### src/rtl/aes_out_collector.sv
// Deserialises the AES core's byte stream into 128-bit blocks queued in a small block FIFO.
// Block is visible one cycle after its last byte; the core never stalls, so a push into a full FIFO with no pop drops the block and raises a sticky overflow flag.
module aes_out_collector #(
    parameter int NBYTES = 16,
    parameter int BW     = 8,
    parameter int DEPTH  = 2
) (
    input  logic                      clk,
    input  logic                      rst,
    input  logic [BW-1:0]             d_in,
    input  logic                      d_vld,
    output logic [NBYTES*BW-1:0]      blk_out,
    output logic                      blk_vld,
    input  logic                      blk_rdy,
    output logic                      busy,
    output logic                      overflow,
    input  logic                      clr_ovf,
    output logic [$clog2(DEPTH):0]    level
);

    localparam int W  = NBYTES * BW;
    localparam int CW = $clog2(NBYTES);
    localparam int PW = $clog2(DEPTH);
    localparam int LW = PW + 1;

    typedef enum logic {IDLE, COLLECT} state_t;

    state_t          state;
    logic [CW-1:0]   byte_cnt;
    logic            d_vld_q;
    // Holds bytes 0..NBYTES-2; the last byte is appended straight from d_in on push.
    logic [W-BW-1:0] shreg;

    logic            start;
    logic            push;
    logic            pop;
    logic            full;
    logic            accept;
    logic            ovf_evt;
    logic [W-1:0]    blk_dat;

    logic [W-1:0]    mem [DEPTH];
    logic [PW-1:0]   wr_ptr;
    logic [PW-1:0]   rd_ptr;

    assign start   = d_vld & ~d_vld_q;
    assign push    = (state == COLLECT) && (byte_cnt == CW'(NBYTES - 1));
    assign blk_dat = {shreg, d_in};

    assign full    = (level == LW'(DEPTH));
    assign blk_vld = (level != '0);
    assign pop     = blk_vld & blk_rdy;
    // A full FIFO still takes the new block when the head leaves in the same cycle.
    assign accept  = push & (~full | pop);
    assign ovf_evt = push & full & ~pop;
    assign blk_out = mem[rd_ptr];

    always_ff @(posedge clk or negedge rst) begin
        if (!rst) begin
            state    <= IDLE;
            byte_cnt <= '0;
            d_vld_q  <= 1'b0;
            shreg    <= '0;
            busy     <= 1'b0;
        end else begin
            d_vld_q <= d_vld;
            case (state)
                IDLE: begin
                    if (start) begin
                        shreg    <= {{(W - 2*BW){1'b0}}, d_in};
                        byte_cnt <= CW'(1);
                        busy     <= 1'b1;
                        state    <= COLLECT;
                    end
                end
                COLLECT: begin
                    shreg <= {shreg[W-2*BW-1:0], d_in};
                    if (push) begin
                        byte_cnt <= '0;
                        busy     <= 1'b0;
                        state    <= IDLE;
                    end else begin
                        byte_cnt <= byte_cnt + 1'b1;
                    end
                end
                default: state <= IDLE;
            endcase
        end
    end

    always_ff @(posedge clk or negedge rst) begin
        if (!rst) begin
            for (int i = 0; i < DEPTH; i++) begin
                mem[i] <= '0;
            end
            wr_ptr <= '0;
            rd_ptr <= '0;
            level  <= '0;
        end else begin
            if (accept) begin
                mem[wr_ptr] <= blk_dat;
                wr_ptr      <= wr_ptr + 1'b1;
            end
            if (pop) begin
                rd_ptr <= rd_ptr + 1'b1;
            end
            level <= level + LW'(accept) - LW'(pop);
        end
    end

    // A new drop wins over a simultaneous clear so no event is ever lost.
    always_ff @(posedge clk or negedge rst) begin
        if (!rst) begin
            overflow <= 1'b0;
        end else if (ovf_evt) begin
            overflow <= 1'b1;
        end else if (clr_ovf) begin
            overflow <= 1'b0;
        end
    end

endmodule

### config.mk
export PLATFORM = sky130hd
export DESIGN_NAME = aes_out_collector
export DESIGN_NICKNAME = d
export VERILOG_FILES = /design/src/rtl/aes_out_collector.sv
export SDC_FILE = /design/constraint.sdc
export NUM_CORES = 1
export LEC_CHECK = 0
export ABC_AREA = 1
export ABC_CLOCK_PERIOD_IN_PS = 2300
export BUFFER_PORTS_ARGS = -buffer_cell sky130_fd_sc_hd__buf_4
export CORE_UTILIZATION = 55
export DETAILED_ROUTE_END_ITERATION = 8
export HOLD_SLACK_MARGIN = 0.08
export PLACE_DENSITY_LB_ADDON = 0.2
export SETUP_SLACK_MARGIN = 0.05
export SKIP_CTS_REPAIR_TIMING = 1
export SLEW_MARGIN = 40
export SYNTH_ARGS = -nofsm -noshare
export SYNTH_HDL_FRONTEND = slang
export SYNTH_SLANG_ARGS = --single-unit
export TNS_END_PERCENT = 10
### constraint.sdc
create_clock -name clk -period 2.3 [get_ports clk]
set_input_delay 0.23 -clock clk [delete_from_list [all_inputs] [get_ports clk]]
set_output_delay 0.23 -clock clk [all_outputs]
set_load 0.005 [all_outputs]
==> run_results.csv, run 1 <==
group,metric,value,unit
synth,yosysWarnings,0,
floorplanning,initial_utilization,56.41,%
grt,grt_overflow,0,
timing,setup_viol,0,
critical_path,required,2.07,ns
grt,track_usage,29.02,%
floorplanning,die_area,31350,µm²
floorplanning,fp-row-count,63,
power,p_per_area,1545,nW/µm²
grt,grt_pass1_vias,13648,
clock_network,clk-insertion-delay-late,0.54,ns
layout,multi_input_area,6021,µm²
floorplanning,ios,146,
synth,synth-edff-count,0,
detailed_routing,vias_per_cell,5.758,
critical_path,endpoint_kind,"output pin",
synth,ys_ff_latch,388,
synth,synth_fp_nets,2021,
detailed_routing,vias,14342,
synth,ys_async_sr_fraction,100.0,%
timing,worst_pin_slew,0.7664,ns
critical_path,crit_path_max_fanout,37,
clock_network,cts_root_buffer,"clkbuf_16",
clock_network,htreeDepth,2,
detailed_routing,drc,0,
timing,max_freq,0.4563,GHz
timing,finalClockSkew,0.01329,ns
synth,ys.flop_type,"dfrtp_1",
layout,fillers,2378,
placement,port_buffers,145,
detailed_routing,firstDrtPassIters,5,
grt,grt_antenna_before_repair,0,
synth,seq_area_frac_synth,57.61,%
synth,synthTopCellsByArea,"dfrtp_1 58%, nand2_1 21%, nand4_1 9.5%",
floorplanning,die_w,177.1,µm
critical_path,worstSetupStartpointType,"flip-flop",
clock_network,numCtsBuffers,41,
timing,rsz0062_at_grt,"false",
synth,syn_avg_cell_area,8.406,µm²
worst_hold_path,hold_path_class,"input port to asynchronous set/reset pin",
layout,drive_gt1_share,12.04,%
floorplanning,dieHeight,177.1,µm
power,max-vdd-ir-drop,0.0008915,V
clock_network,path_clk_slew,0.06,ns
timing,fin_crit_sh,95.29,%
timing,finalHoldViolCount,0,
floorplanning,core_area,29870,µm²
layout,seq_area,9717,µm²
status,outcome,"complete, no violations",
clock_network,cts_tree,"done",
critical_path,path_class,"flip-flop to output pin",
timing,maxSlewHeadroom,48.91,%
detailed_routing,postRouteAntennaNets,0,
clock_network,cts_buffer_depth,3,
detailed_routing,wl_per_cell,18.31,µm
timing,setup_tns,0,ns
layout,final_core_util,66.34,%
layout,syn2layout_area_growth,17.59,%
timing,min_period,2.192,ns
synth,synth_commonest_cells,"928 x nand2_1, 388 x dfrtp_1, 257 x nand4_1",
synth,synthMostInstantiatedCell,"nand2_1",
placement,gp_congestion,0.7802,
detailed_routing,wirelength,45.60,mm
grt,grt_pass1_wl,72.02,mm
layout,antennaDiodeCount,0,
synth,synth_top_area_share,57.61,%
grt,grt_max_degree,136,
synth,yosysUniqueCellTypes,19,
synth,yosysTopAreaCell,"dfrtp_1",
placement,place_hpwl,24.04,mm
critical_path,worstPathArrival,1.96,ns
power,power_leakage,10.40,nW
layout,num-nets-final,2085,
synth,syn_inst,2005,
run,cap_violations,0,
clock_network,clock_sinks,388,
detailed_routing,drtIter0Drc,1266,
synth,syn-cell-area,16850,µm²
timing,finalMaxSlewViolations,0,
==> power breakdown <==
group          internal, mW  switching (mW)
Sequential             9.79            1.97
Combinational          4.67            7.42
Clock                  4.10            2.66
==> per-layer routing <==
layer  share of wire [%]  GRT usage (%)  vias to the layer above
li1                    -              -                     6713
met1                  43          40.24                     7046
met2                  49          48.00                      524
met3                 6.6          3.544                       59
met4                 1.8          8.513                        0
met5                   0              0                        -
==> through the flow <==
stage | area, µm² | power, mW | hold WS [ns] | worst slack [ns] | std cells
floorplan | 16850 | 17.97 | -0.06559 | 0.4832 | 2005
global placement | 18220 | 23.21 | 0.1087 | 0.4478 | 2401
detailed placement | 18220 | 23.58 | 0.1066 | 0.3866 | 2401
CTS | 19620 | 30.42 | -0.4490 | -0.09709 | 2476
global route | 19820 | 32.57 | 0.1677 | 0.08203 | 2491
finish | 19820 | 30.61 | 0.1575 | 0.1084 | 2491
==> sequential cells by signal (all words and copies together), names as in the netlist <==
register and flops:
busy 1, byte_cnt 4, d_vld_q 1, level 2, mem 256, overflow 1
rd_ptr 1, shreg 120, state 1, wr_ptr 1
==> final cells by class <==
type	count	share of cell area [%]
multi-input cells	1327	30.38
repair buffers	187	8.681
well taps	390	2.462
clock inverters	9	0.4987
flip-flops and latches	388	49.03
clock buffers	66	6.572
inverters	124	2.380
==> final timing paths <==
kind / slack (ns) / depth (start not counted) / end / start
max in group asynchronous: 1.37 / 3 / mem[196] / rst
worst max-delay path: 0.11 / 5 / blk_out[80] / rd_ptr
worst min register to register: 0.47 / 2 / mem[26] / mem[26]
min in group clk: 0.41 / 2 / d_vld_q / d_vld
worst min-delay path: 0.16 / 2 / mem[11] / rst
worst max register to register: 0.32 / 7 / mem[105] / byte_cnt[0]
==> critical path, cell delays in order (launching register included) <==
cell and delay [ns]:
dfrtp_4 0.61, inv_4 0.19, buf_12 0.25, nand2_1 0.08
nand2_1 0.14, buf_4 0.14
==> cell families (layout without fill, tap and decap cells) <==
group	Yosys count	in the layout	share of synthesized area (%)
AO/OA/AOI/OAI	124	124	4.462
XOR/XNOR	3	3	0.1559
adder cells (fa/ha/maj)	3	3	0.2227
buffers and inverters	290	386	6.904
flip-flops	388	388	57.61
AND/OR/NAND/NOR	1197	1197	30.65
==> placed cells by master (no fill, tap or decap), drive strengths merged <==
master and instances:
ha 3, nand3 7, xnor2 2, dlygate4sd3 12, nand2 928, inv 124
clkbuf 68, bufinv 2, o21ai 19, or2 1, clkinv 7, o22ai 105
nor2 4, dfrtp 388, xor2 1, buf 173, nand4 257
(Power assumes the default switching activity.)
==> run 2, diff against run 1 <==
CTS_BUF_LIST = sky130_fd_sc_hd__clkbuf_4   (was not set)
==> run 2 against run 1 <==
  * Sequential cell count stayed put
  * Largest power group unchanged
  * Clock power fell by 14%
  * Non-clock buffer count is 25 higher
  * Setup slack lost 0.059 ns
  * Sequential share of layout area shrank 1.1 points
  * Routed wire length up 6.9%
  * Largest cell class unchanged
  * Design area grew 2.2%
  * Register-to-register slack gained 0.07 ns
  * Cell count rose by 4.8%
==> run_results.csv, run 2 (synthesized netlist as in run 1, its figures left out) <==
group,metric,value,unit
layout,fillers,2404,
layout,largestRegisters,"mem x256, shreg x120, byte_cnt x4",
detailed_routing,wirelength,48.77,mm
grt,grt_overflow,0,
power,power.total,31.11,mW
critical_path,worstSetupStartpointType,"flip-flop",
floorplanning,ios,146,
detailed_routing,vias_per_cell,5.769,
timing,max_freq,0.4444,GHz
timing,finalMaxSlewViolations,0,
placement,port_buffers,145,
floorplanning,initial_utilization,56.41,%
layout,seq_area,9717,µm²
layout,final_cell_count_no_fill,2611,
floorplanning,die_w,177.1,µm
floorplanning,fp-row-count,63,
detailed_routing,wl_per_cell,18.68,µm
layout,multi_input_area,6148,µm²
detailed_routing,drtIter0Drc,1287,
critical_path,crit_path_max_fanout,8,
critical_path,path_class,"flip-flop to output pin",
timing,worst_pin_slew,0.7637,ns
layout,final_common_cell,"nand2_1",
floorplanning,core_area,29870,µm²
grt,grt_antenna_before_repair,1,
power,power_leakage,10.69,nW
timing,fin_crit_sh,97.83,%
layout,stdcell_area,20260,µm²
power,p_per_area,1535,nW/µm²
worst_hold_path,min_path_cells,2,
status,outcome,"complete, no violations",
grt,grt_pass1_wl,72.52,mm
layout,top_register,"mem",
critical_path,endpoint_kind,"output pin",
clock_network,htreeDepth,3,
placement,dp_slack,0.3866,ns
layout,num-nets-final,2171,
clock_network,cts_buffer_depth,3,
clock_network,path_clk_slew,0.07,ns
power,max-vdd-ir-drop,0.0007628,V
layout,drive_gt1_share,18.65,%
timing,finalClockSkew,0.05936,ns
floorplanning,die_area,31350,µm²
layout,layout_common_cells,"880 x nand2_1, 386 x dfrtp_1, 257 x nand4_1",
timing,maxSlewHeadroom,49.09,%
layout,final_core_util,67.83,%
critical_path,slowest_stage,"dfrtp_4",
timing,rsz0062_at_grt,"true",
detailed_routing,vias,15062,
clock_network,cts_root_buffer,"clkbuf_4",
placement,place_area,18220,µm²
clock_network,clock_sinks,388,
critical_path,cpPeakStageDelay,0.50,ns
clock_network,cts_tree,"done",
timing,worst_slack,0.04980,ns
grt,grt_pass1_vias,14077,
worst_hold_path,hold_path_class,"input port to flip-flop",
detailed_routing,postRouteAntennaNets,0,
timing,setup_viol,0,
placement,gp_congestion,0.7802,
layout,syn2layout_area_growth,20.24,%
run,cap_violations,0,
layout,largest_reg_flops,256,
floorplanning,dieHeight,177.1,µm
placement,place_hpwl,24.04,mm
critical_path,required,2.07,ns
timing,finalHoldViolCount,0,
grt,grt_max_degree,136,
placement,placedCellCount,2401,
detailed_routing,firstDrtPassIters,7,
critical_path,reg2regPathDepth,7,
critical_path,crit_path_cell_trace,"buf_12, buf_12, clkbuf_16, nand2_2, nand2_2, buf_4",
grt,track_usage,29.13,%
detailed_routing,drc,0,
clock_network,clk-insertion-delay-late,0.76,ns
critical_path,worstPathArrival,2.02,ns
timing,min_period,2.250,ns
clock_network,numCtsBuffers,100,
-- run 2: path summary, 6_finish.rpt --
check,start,slack [ns],endpoint
min in group asynchronous,rst,0.60,mem[134]
min reg2reg,mem[30],0.47,mem[30]
max in group asynchronous,rst,1.13,shreg[47]
max reg2reg,byte_cnt[0],0.39,mem[95]
min,d_vld,0.22,d_vld_q
max,rd_ptr,0.05,blk_out[121]
-- run 2: worst max-delay path: cells and delay by family, from the launching register on --
family	cells	cell delay (ns)
buf+inv	4	0.61
flops	1	0.50
simple gates	2	0.13
-- run 2: report_power, final --
part | internal, mW | switching, mW | total [mW]
Clock | 3.04 | 2.75 | 5.79
Combinational | 5.50 | 8.11 | 13.6
Sequential | 9.79 | 1.91 | 11.7
-- run 2: metal layers --
layer	wire length (µm)	vias to the layer above	track usage, %	share of wire, %
li1	-	6946	-	-
met1	20280	7352	39.39	42
met2	23670	661	47.18	49
met3	3679	103	5.520	7.5
met4	1141	0	9.950	2.3
met5	0	-	0	0
-- run 2: metrics by stage --
stage	TNS [ns]	hold WS [ns]
floorplan	0	-0.06559
finish	0	0.2173
CTS	-32.30	-0.7132
global placement	0	0.1087
global route	-0.2514	0.1615
detailed placement	0	0.1066
-- run 2: area by class of cell --
| cell class | instances | share of cell area, % |
|---|---|---|
| multi-input combinational | 1327 | 30.34 |
| inverter | 124 | 2.377 |
| clock inverter | 18 | 0.4939 |
| clock buffer | 149 | 5.520 |
| timing repair buffer | 212 | 10.76 |
| timing repair inverter | 2 | 0.1358 |
| sequential | 388 | 47.95 |
| tap | 390 | 2.408 |
| antenna | 1 | 0.01235 |
